### src/rtl/pe_cluster_pkg.sv
// Shared types and helpers for the PE cluster: reset FSM states and the
// circular next-enabled-PE search used by the slot arbiter.
package pe_cluster_pkg;

  // Largest supported cluster; the search function works on a mask this wide.
  localparam int MAX_PE = 16;

  typedef enum logic [1:0] {
    RUN     = 2'd0,
    SRST    = 2'd1,
    RELEASE = 2'd2
  } clst_state_t;

  // First set bit of mask after cur, searching cur+1, cur+2, ... and wrapping
  // at n. Returns cur itself when cur is the only enabled index, and also when
  // nothing is enabled (the caller never advances in that case).
  function automatic logic [3:0] next_en_idx(input logic [MAX_PE-1:0] mask,
                                             input logic [3:0]        cur,
                                             input int                n);
    logic [3:0] res;
    int         idx;
    res = cur;
    // Walk from the farthest candidate to the nearest so the nearest wins.
    for (int s = MAX_PE; s >= 1; s--) begin
      idx = int'(cur) + s;
      if (idx >= n) idx = idx - n;
      if ((s <= n) && mask[idx[3:0]]) res = idx[3:0];
    end
    return res;
  endfunction

endpackage

### src/rtl/pe.sv
// Minimal processing element as seen from the cluster: it latches its bus
// word every cycle it is out of reset, presents an address inside its own
// 256-byte window offset by that word, and requests a cluster soft reset when
// the latched word carries command nibble 4'hF in its top bits.
module pe #(
  parameter int AD_LEN    = 32,
  parameter int BUS_WIDTH = 32,
  parameter int WORD_LEN  = 64,
  parameter int PE_ID     = 0
) (
  input  logic                 clk_i,
  input  logic                 reset_i,
  input  logic [BUS_WIDTH-1:0] bus_data_i,
  output logic [AD_LEN-1:0]    bus_ad_o,
  output logic                 reset_o
);

  logic [WORD_LEN-1:0] word_q;

  // Capture the incoming bus word; cleared whenever this PE is held in reset.
  always_ff @(posedge clk_i or negedge reset_i) begin
    if (!reset_i) begin
      word_q <= '0;
    end else begin
      // NOTE: state registers use <= so every flop samples pre-edge values;
      // a blocking = here would let later logic in the block see the new value.
      word_q <= WORD_LEN'(bus_data_i);
    end
  end

  assign bus_ad_o = AD_LEN'(word_q) + (AD_LEN'(PE_ID) << 8);
  assign reset_o  = (word_q[BUS_WIDTH-1 -: 4] == 4'hF);

endmodule

### src/rtl/pe_cluster_slot_arb.sv
// Round-robin bus slot arbiter: owns the slot counter and the owner index,
// hops to the next enabled PE at slot end, and aborts a slot whose owner was
// disabled. Freezes when nothing is enabled or the cluster is not running.
module pe_slot_arb
  import pe_cluster_pkg::*;
#(
  parameter int NUM_PE      = 4,
  parameter int SLOT_CYCLES = 2,
  parameter int IDW         = 2
) (
  input  logic              clk_i,
  input  logic              reset_i,
  input  logic [NUM_PE-1:0] en_i,
  input  logic              run_i,
  input  logic              clr_i,
  output logic [IDW-1:0]    owner_o,
  output logic              capture_o
);

  localparam int SCW = $clog2(SLOT_CYCLES + 1);

  logic [SCW-1:0] slot_q, slot_d;
  logic [IDW-1:0] owner_q, owner_d;
  logic [IDW-1:0] nxt_owner;
  logic           any_en, owner_en, slot_last;

  assign any_en    = |en_i;
  assign owner_en  = en_i[owner_q];
  assign slot_last = (slot_q == SCW'(SLOT_CYCLES - 1));
  assign nxt_owner = IDW'(next_en_idx(MAX_PE'(en_i), 4'(owner_q), NUM_PE));

  // Next slot position and owner; capture strobes on a completed slot only.
  always_comb begin
    // NOTE: every output of this block gets a default first, so no path
    // through the branches below leaves a value unassigned (no latch).
    slot_d    = slot_q;
    owner_d   = owner_q;
    capture_o = 1'b0;
    if (clr_i) begin
      slot_d  = '0;
      owner_d = '0;
    end else if (run_i && any_en) begin
      if (!owner_en) begin
        slot_d  = '0;
        owner_d = nxt_owner;
      end else if (slot_last) begin
        capture_o = 1'b1;
        slot_d    = '0;
        owner_d   = nxt_owner;
      end else begin
        slot_d = slot_q + SCW'(1);
      end
    end
  end

  // Slot counter and owner registers.
  always_ff @(posedge clk_i or negedge reset_i) begin
    if (!reset_i) begin
      slot_q  <= '0;
      owner_q <= '0;
    end else begin
      slot_q  <= slot_d;
      owner_q <= owner_d;
    end
  end

  assign owner_o = owner_q;

endmodule

### src/rtl/pe_cluster.sv
// Cluster of NUM_PE processing elements sharing one bus. PEs get the bus in
// round-robin slots; each PE sees its last captured bus word from a hold
// register. A reset request from any enabled PE drives every PE through a
// common soft-reset sequence (SRST for RST_HOLD cycles, then one RELEASE).
module pe_cluster
  import pe_cluster_pkg::*;
#(
  parameter int NUM_PE      = 4,
  parameter int AD_LEN      = 32,
  parameter int BUS_WIDTH   = 32,
  parameter int WORD_LEN    = 64,
  parameter int SLOT_CYCLES = 2,
  parameter int RST_HOLD    = 4,
  localparam int IDW        = (NUM_PE > 1) ? $clog2(NUM_PE) : 1
) (
  input  logic                 clk_i,
  input  logic                 reset_i,
  input  logic [NUM_PE-1:0]    pe_en_i,
  input  logic [BUS_WIDTH-1:0] bus_data_i,
  output logic [AD_LEN-1:0]    bus_ad_o,
  output logic                 bus_valid_o,
  output logic [IDW-1:0]       slot_id_o,
  output logic                 busy_o,
  output logic                 reset_o
);

  localparam int RCW = $clog2(RST_HOLD + 1);

  clst_state_t          state_q, state_d;
  logic [RCW-1:0]       rst_cnt_q, rst_cnt_d;
  logic [BUS_WIDTH-1:0] hold_q [NUM_PE];
  logic [AD_LEN-1:0]    pe_ad [NUM_PE];
  logic [NUM_PE-1:0]    pe_req;
  logic [NUM_PE-1:0]    pe_rst_n;
  logic [IDW-1:0]       owner;
  logic                 capture, run, clr, soft_req;
  logic [AD_LEN-1:0]    bus_ad_q, bus_ad_d;
  logic                 bus_valid_q, bus_valid_d;

  assign run      = (state_q == RUN);
  assign clr      = (state_d != RUN);
  assign soft_req = |(pe_en_i & pe_req);

  for (genvar k = 0; k < NUM_PE; k++) begin : g_pe
    assign pe_rst_n[k] = reset_i & pe_en_i[k] & run;
    pe #(
      .AD_LEN   (AD_LEN),
      .BUS_WIDTH(BUS_WIDTH),
      .WORD_LEN (WORD_LEN),
      .PE_ID    (k)
    ) u_pe (
      .clk_i     (clk_i),
      .reset_i   (pe_rst_n[k]),
      .bus_data_i(hold_q[k]),
      .bus_ad_o  (pe_ad[k]),
      .reset_o   (pe_req[k])
    );
  end

  pe_slot_arb #(
    .NUM_PE     (NUM_PE),
    .SLOT_CYCLES(SLOT_CYCLES),
    .IDW        (IDW)
  ) u_arb (
    .clk_i    (clk_i),
    .reset_i  (reset_i),
    .en_i     (pe_en_i),
    .run_i    (run),
    .clr_i    (clr),
    .owner_o  (owner),
    .capture_o(capture)
  );

  // Soft-reset sequencing: RUN -> SRST (RST_HOLD cycles) -> RELEASE -> RUN.
  always_comb begin
    state_d   = state_q;
    rst_cnt_d = rst_cnt_q;
    unique case (state_q)
      RUN: begin
        if (soft_req) begin
          state_d   = SRST;
          rst_cnt_d = '0;
        end
      end
      SRST: begin
        if (rst_cnt_q == RCW'(RST_HOLD - 1)) state_d = RELEASE;
        else                                 rst_cnt_d = rst_cnt_q + RCW'(1);
      end
      RELEASE: begin
        rst_cnt_d = '0;
        state_d   = RUN;
      end
      default: begin
        state_d   = RUN;
        rst_cnt_d = '0;
      end
    endcase
  end

  // FSM state and hold-count registers.
  always_ff @(posedge clk_i or negedge reset_i) begin
    if (!reset_i) begin
      state_q   <= RUN;
      rst_cnt_q <= '0;
    end else begin
      state_q   <= state_d;
      rst_cnt_q <= rst_cnt_d;
    end
  end

  // Per-PE hold registers: loaded at the end of the PE's own slot.
  always_ff @(posedge clk_i or negedge reset_i) begin
    if (!reset_i) begin
      // NOTE: this array is reset even though it is register-file shaped,
      // because every entry drives a live PE input and must start at zero.
      hold_q <= '{default: '0};
    end else if (clr) begin
      hold_q <= '{default: '0};
    end else if (capture) begin
      hold_q[owner] <= bus_data_i;
    end
  end

  assign bus_valid_d = (state_d == RUN) & pe_en_i[owner];
  assign bus_ad_d    = bus_valid_d ? pe_ad[owner] : '0;

  // Registered bus address/valid of the current slot owner.
  always_ff @(posedge clk_i or negedge reset_i) begin
    if (!reset_i) begin
      bus_ad_q    <= '0;
      bus_valid_q <= 1'b0;
    end else begin
      bus_ad_q    <= bus_ad_d;
      bus_valid_q <= bus_valid_d;
    end
  end

  assign bus_ad_o    = bus_ad_q;
  assign bus_valid_o = bus_valid_q;
  assign slot_id_o   = owner;
  assign busy_o      = !run;
  assign reset_o     = run & soft_req;

endmodule

### config.mk
export PLATFORM = sky130hd
export DESIGN_NAME = pe_cluster
export DESIGN_NICKNAME = d
export VERILOG_FILES = /design/src/rtl/pe_cluster_pkg.sv /design/src/rtl/pe.sv /design/src/rtl/pe_cluster_slot_arb.sv /design/src/rtl/pe_cluster.sv
export SDC_FILE = /design/constraint.sdc
export NUM_CORES = 1
export LEC_CHECK = 0
export ABC_AREA = 1
export CORE_MARGIN = 2
export CORE_UTILIZATION = 60
export DETAILED_ROUTE_END_ITERATION = 7
export PLACE_DENSITY = 0.9
export SETUP_SLACK_MARGIN = 0.1
export SLEW_MARGIN = 10
export SYNTH_ARGS = -nofsm -noshare
export SYNTH_HDL_FRONTEND = slang
export SYNTH_SLANG_ARGS = --single-unit
### constraint.sdc
create_clock -name clk_i -period 4.75 [get_ports clk_i]
set_input_delay 0.7125 -clock clk_i [delete_from_list [all_inputs] [get_ports clk_i]]
set_output_delay 0.7125 -clock clk_i [all_outputs]
set_load 0.01 [all_outputs]
# Word-level counts from Yosys, hierarchy flattened
# Cells that the tools add are included.
dict set report totals {
  register_bits 298
  input_bits 38
  output_inout_bits 37
}
dict set report classes {
  addsub 13
  order_cmp 11
  eq_ne 10
  muxes 45
  n_bitwise 12
  reduce_logical 12
}
# operator n
set op_table {}
lappend op_table {{2-to-1 mux 128 bit} 2}
lappend op_table {{bitwise mux 128 bit} 1}
lappend op_table {{>= comparator 32 x 4 -> 1 bit, second input constant} 4}
lappend op_table {{2-to-1 mux 32 bit} 4}
lappend op_table {{adder 32 x 10 -> 32 bit, second input constant} 2}
lappend op_table {{binary-select mux 32 bit (select 2 bit)} 1}
lappend op_table {{demux 32 bit (select 2 bit)} 1}
lappend op_table {{adder 32 x 9 -> 32 bit, second input constant} 1}
lappend op_table {{2-to-1 mux 2 bit} 14}
lappend op_table {{< comparator 4 x 5 -> 1 bit, second input constant} 4}
lappend op_table {{binary-select mux 1 bit (select 4 bit)} 4}
lappend op_table {{== test 4 bit, second input constant} 4}
lappend op_table {{2-to-1 mux 4 bit} 4}
lappend op_table {{subtractor 4 bit, second input constant} 4}
lappend op_table {{AND 1 bit} 10}
lappend op_table {{2-to-1 mux 1 bit} 9}
lappend op_table {{OR reduction 4 bit} 2}
lappend op_table {{adder 2 x 2 -> 3 bit, second input constant} 2}
lappend op_table {{2-to-1 mux 3 bit} 2}
lappend op_table {{case mux 3 bit (2 select lines)} 1}
lappend op_table {{nonzero test 2 bit} 3}
lappend op_table {{adder 2 x 3 -> 4 bit, second input constant} 1}
lappend op_table {{AND 4 bit} 1}
lappend op_table {{== test 2 x 1 -> 1 bit, second input constant} 2}
lappend op_table {{17 further kinds} 20}

# Depth between registers and ports, before layout
dict set report logic_depth {
  ltp_word 13
  ltp_mapped 14
}

# By module
# Synthesis repeated with hierarchy kept, for this count alone.
dict set report hier_totals {
  cells_unflattened 1695
  hier_area_um2 13804.5
}
# mod instances cells_each area_per_inst_um2 seq_area_each_um2
set modules_own_cells {}
lappend modules_own_cells {pe_cluster 1 1085 7892.6 4154.0}
lappend modules_own_cells {{pe at g_pe[3].u_pe} 1 179 1574.0 800.8}
lappend modules_own_cells {{pe at g_pe[1].u_pe} 1 162 1559.0 800.8}
lappend modules_own_cells {{pe at g_pe[2].u_pe} 1 158 1480.2 800.8}
lappend modules_own_cells {{pe at g_pe[0].u_pe} 1 35 812.0 800.8}
lappend modules_own_cells {pe_slot_arb 1 76 486.7 100.1}

# Least setup slack after synthesis
# OpenSTA, ideal clock, no wires.
dict set report synth_timing {
  kind {register to register}
  from {reg u_arb.owner_q[0], in the netlist u_arb.owner_o[0]}
  to {reg u_arb.owner_q[1], in the netlist u_arb.owner_o[1]}
  setup_ns 0.117
  arrival_time_ns 2.107
  slack_ns 2.526
  path_stages_with_launch 14
  n_path_buf 3
  period_less_slack_ns 2.224
  path_cell_list {dfrtp_1 > buf_6 > inv_1 > buf_2 > buf_1 > ha_1 > nand3_1 > nand3_1 > nand2_1 > nor2_1 > o21ai_0 > nand2_1 > nand2_1 > nand2_1}
}
dict set report synth_between {
  elab_chain_len 13
}
# element line_no
set synth_lines {}
lappend synth_lines {{start, declared} pe_cluster_slot_arb.sv:23} ;# logic [IDW-1:0] owner_q, owner_d;
lappend synth_lines {{start signal, assigned} pe_cluster_slot_arb.sv:63} ;# owner_q <= owner_d;
lappend synth_lines {{adder 2 x 3 -> 4 bit} pe_cluster_pkg.sv:25} ;# idx = int'(cur) + s;
lappend synth_lines {{>= comparator 32 x 4 -> 1 bit or subtractor 4 bit (tied branches)} pe_cluster_pkg.sv:26} ;# if (idx >= n) idx = idx - n;
lappend synth_lines {{2-to-1 mux 4 bit} pe_cluster_pkg.sv:26}
lappend synth_lines {{binary-select mux 1 bit (select 4 bit)} pe_cluster_pkg.sv:27} ;# if ((s <= n) && mask[idx[3:0]]) res = idx[3:0];
lappend synth_lines {{2-to-1 mux 1 bit (implied by the code)} pe_cluster_pkg.sv:27}
lappend synth_lines {{2-to-1 mux 2 bit (4 in series)} pe_cluster_pkg.sv:27}
lappend synth_lines {{2-to-1 mux 2 bit} pe_cluster_slot_arb.sv:46} ;# end else if (slot_last) begin
lappend synth_lines {{2-to-1 mux 2 bit} pe_cluster_slot_arb.sv:43} ;# if (!owner_en) begin
lappend synth_lines {{2-to-1 mux 2 bit} pe_cluster_slot_arb.sv:42} ;# end else if (run_i && any_en) begin
lappend synth_lines {{2-to-1 mux 2 bit} pe_cluster_slot_arb.sv:39} ;# if (clr_i) begin
# Parallel ways exist; a longest one is shown, timed or not. The select of a mux whose other input is x is not followed.
# A chain may end at the register's enable or synchronous reset.

# Worst setup path in the final report
dict set report layout_timing {
  from {reg u_arb.owner_q[1], in the netlist u_arb.owner_o[1]}
  to {reg hold_q[13] (netlist bit)}
}
dict set report layout_between {
  elab_chain_len 8
}
# element line_no
set layout_lines {}
lappend layout_lines {{NOT 2 -> 3 bit (implied by the code)} pe_cluster.sv:120} ;# hold_q[owner] <= bus_data_i;
lappend layout_lines {{>= comparator 3 bit (implied by the code) or < comparator 3 x 1 -> 1 bit (tied branches)} pe_cluster.sv:120}
lappend layout_lines {{logical AND 1 bit (implied by the code)} pe_cluster.sv:120}
lappend layout_lines {{2-to-1 mux 32 bit (implied by the code)} pe_cluster.sv:120}
lappend layout_lines {{demux 32 bit (select 2 bit)} pe_cluster.sv:120}
lappend layout_lines {{bitwise mux 128 bit} pe_cluster.sv:120}
lappend layout_lines {{2-to-1 mux 128 bit} pe_cluster.sv:119} ;# end else if (capture) begin
lappend layout_lines {{2-to-1 mux 128 bit} pe_cluster.sv:117} ;# end else if (clr) begin
lappend layout_lines {{end signal, assigned by index} pe_cluster.sv:120}
lappend layout_lines {{end, declared} pe_cluster.sv:31} ;# logic [BUS_WIDTH-1:0] hold_q [NUM_PE];
# Parallel ways exist; a longest one is shown, timed or not. The select of a mux whose other input is x is not followed.

==> results by group <==
Global routing
  – Largest net degree at the start of global routing: 74
  – First-pass GRT wire length: approximately 62000 µm
  – GR Util met3: about 9%
  – Grt total ovfl: 0
  – M2 GR Usage: a little under three fifths
  – GRT Total Usage: a little over a third
  – Initial antenna violation count: 3
  – Vias in the first global route: between 10000 and 15000
  – Met1 usage: about 49%
  – Top Usage Layer GRT: met2

Critical path
  – Crit-path cells: buf_4 > ha_1 > clkinv_1 > buf_4 > o21ai_4 > o22ai_1
  – CP delay by family, top: compound AO/OA/AOI/OAI gates
  – Worst r2r dst: hold_q[13]
  – Crit path capture: hold_q[13]
  – Worst Setup SP: u_arb.owner_o[1]
  – Crit. End Element: flip-flop
  – CP Data Required Time: 5.13 ns
  – R2R depth: 6
  – Crit path depth: 6
  – Buf/Inv on CP: 3
  – Reg-to-reg startpoint: u_arb.owner_o[1]
  – WS Path Type: flip-flop to flip-flop
  – Startpoint type of the worst setup path: flip-flop
  – CP most frequent cell: buf_4
  – Worst stage delay on the critical path: ~1 ns
  – CP max FO: 61
  – Slowest cell on crit path: o21ai_4
  – Worst EP arrival: around 3.5 ns
  – Reg-to-reg setup timing slack: roughly 1.6 ns

STA
  – RSZ-0062 raised after global routing: no
  – Worst slew margin: 18.0%
  – # setup viols final: 0
  – Setup ws final: between 1.5 and 2 ns
  – Final hold violations: 0
  – Final setup skew: between 0.02 and 0.025 ns
  – Final period util: ~66%
  – Worst Max-Slew Pin Slew: around 1.2 ns
  – Fin. max-slew vios: 0
  – Min Clock Period, post-route: 3.15 ns
  – Setup TNS: 0 ns
  – Highest clock rate: 318 MHz

Floorplanning
  – Die Span X: approximately 150 µm
  – Core ar.: approximately 0.022 mm²
  – Ports: 75
  – Initial core utilization: 60.6%
  – Die area: between 0.02 and 0.025 mm²
  – DIE HEIGHT: 152 µm
  – Row count: 54

Placed design
  – Setup WS pre-CTS: ~1.5 ns
  – Routability cong.: 0.993
  – Port buffer count: 74
  – Area after DPL: 0.0141 mm²
  – Inst Count DP: approximately 1700
  – Hpwl dp: 25400 µm

Clock tree
  – Clock Latency Late Sink: around 0.57 ns
  – Clk Tree Root Cell: clkbuf_16
  – Postcts setup bufs: 0
  – Clock buffer depth: 3
  – CTS tree: built
  – Hold_buf cts: 0
  – Post_cts resized: 0
  – H-tree depth: 1
  – CTS sink count: 298
  – Worst-path clk slew: ~0.060 ns
  – Inserted Clock Buffers: 30

Logic synthesis
  – Seq/Total Area, Yosys: between 50% and 60%
  – Warnings, synthesis: 0
  – Top cell type by total area after synthesis: dfrtp_1
  – Complex-gate fraction of the synthesized area: around 14%
  – Adder-cell share of the synthesized area: 0.955%
  – Synthesized area: ~0.013 mm²
  – Register bit count reported by yosys: between 200 and 300
  – Main flop type after synthesis: dfrtp_1
  – Syn avg cell area: between 9 and 10 µm²
  – Post-synth top area share: about 57%
  – Most instantiated cells after synthesis: dfrtp_1 (298), nand2_1 (213), inv_1 (194)
  – Ys async rst share: 100%
  – Most frequent cell after synthesis: dfrtp_1
  – Post-synth EDFFs: 0
  – Top post-synthesis cells by area: dfrtp_1 (57%), nand2_1 (6.1%), inv_1 (5.6%)
  – Simple-gate share of the synthesized area: 18.6%
  – Synth Area in XOR/XNOR: 1.27%
  – Synth cell types: 46
  – Post-Synthesis Cells: between 1000 and 1500
  – Net Count, Synth: roughly 1400
  – Post-synthesis mux area share: 0%
  – Largest family of logic cells by synthesized area: simple AND/OR/NAND/NOR gates

Finish
  – Non-Filler Instances: 1718
  – Syn-to-layout area delta: 15.2%
  – Layout cells sized above 1: between 10% and 20%
  – Post-layout nets: 1462
  – Diode count: 0
  – Register area: around 0.0075 mm²
  – Design area: about 0.015 mm²
  – Number of fill cells: between 1000 and 1500
  – Multi-input logic area: roughly 0.0046 mm²
  – Final design utilization: around 70%

Power
  – P_leak: ~6.7 nW
  – VDD IR max: about 380 µV
  – Comb pwr share: between 30 and 40%
  – Psw: 4.46 mW
  – Power share of the clock group: 22.9%
  – Sw Ratio: a little over two fifths
  – Int Pwr: ~6.2 mW
  – Seq pwr share: between 40% and 50%
  – Pwr dens: a little over 700 mW/mm²

Min path
  – Hold Crit Class: input pin to async pin

Route
  – Routed WL: 40300 µm
  – WL/cell: approximately 23 µm
  – Routed Antenna Nets: 0
  – DRT Pass-1 Iters: 5
  – Vias per inst: 6.22
  – Drt drc: 0
  – DRT iter0 DRCs: roughly 1500
  – Vias: ~11000

Outcome
  – Status: finished clean

Job
  – Max-Cap Viols: 0
## registers in the layout, summed over array words and instances (netlist names)
signal / flops
g_pe.u_pe.word_q: 128
hold_q: 128
bus_ad_o: 32
rst_cnt_q: 3
state_q: 2
u_arb.owner_o: 2
u_arb.slot_q: 2
bus_valid_o: 1
## routing by layer
metal / wire length [µm] / vias up
li1: - / 4588
met1: 14800 / 5092
met2: 18800 / 809
met3: 4900 / 187
met4: 1790 / 4
met5: 22 / -
## power by group through the flow
stage	Sequential, mW	Combinational [mW]	Clock (mW)
after floorplan	4.01	2.60	0
after global placement	4.26	3.57	0
after detailed placement	4.30	3.70	0
after CTS	4.30	3.80	2.44
after global routing	4.42	4.18	2.56
final	4.35	3.90	2.45
## final cells by class
type	instances	area share, %
repair buffers	94	6.00
inverters	199	4.96
multi-input cells	791	30.5
flip-flops and latches	298	49.4
clock inverters	16	1.24
well taps	280	2.32
clock buffers	40	5.56
## logic make-up after synthesis
group                      Yosys count
AOI/OAI and AO/OA                  274
xor gates and xnor gates            19
adders and majority gates           10
buffers and inverters              254
DFF                                298
and+or+nand+nor                    488
## through the flow
step / total power, mW / hold WS [ns]
floorplan: 6.60 / 0.354
global placement: 7.83 / 0.357
detailed placement: 8.00 / 0.360
CTS: 10.5 / 0.120
global route: 11.2 / 0.150
finish: 10.7 / 0.117
## worst register-to-register path: stages, from the launching register on
cell      delay [ns]
dfrtp_2         0.35
buf_4           0.65
ha_1            0.31
clkinv_1        0.06
buf_4           0.31
o21ai_4         1.02
o22ai_1         0.26
## worst min-delay path by stage
stage | start | endpoint | slack [ns] | cells past startpoint
after floorplan | hold_q[96] | g_pe[0].u_pe.word_q[0] | 0.35 | 0
after global placement | hold_q[101] | g_pe[0].u_pe.word_q[5] | 0.36 | 0
after detailed placement | hold_q[72] | g_pe[1].u_pe.word_q[8] | 0.36 | 0
after CTS | reset_i | hold_q[25] | 0.12 | 1
after global routing | reset_i | hold_q[49] | 0.15 | 1
final | reset_i | hold_q[49] | 0.12 | 1
## layout by cell type, fill, tap and decap left out, types with 3 or more instances in the layout
cell type        instances
a21o_1                   4
a21oi_1                 57
a31oi_1                  6
buf_4                   19
bufinv_16                3
clkbuf_1                 5
clkbuf_16               30
clkbuf_8                 5
clkdlybuf4s50_1         73
clkinv_1                 4
clkinv_2                 7
clkinv_4                 3
dfrtp_1                296
ha_1                    10
inv_1                  193
nand2_1                213
nand3_1                 64
nand3_4                 31
nand3b_1                 6
nand4_1                  8
nor2_1                 141
nor2_2                   5
nor3_1                   9
o211ai_1                 5
o21a_1                   4
o21ai_0                 48
o21ai_2                  4
o21ai_4                  3
o21bai_1                 4
o22ai_1                 99
o22ai_2                 30
or2_2                    3
xnor2_1                 10
xor2_1                   9
(Power assumes the default switching activity.)
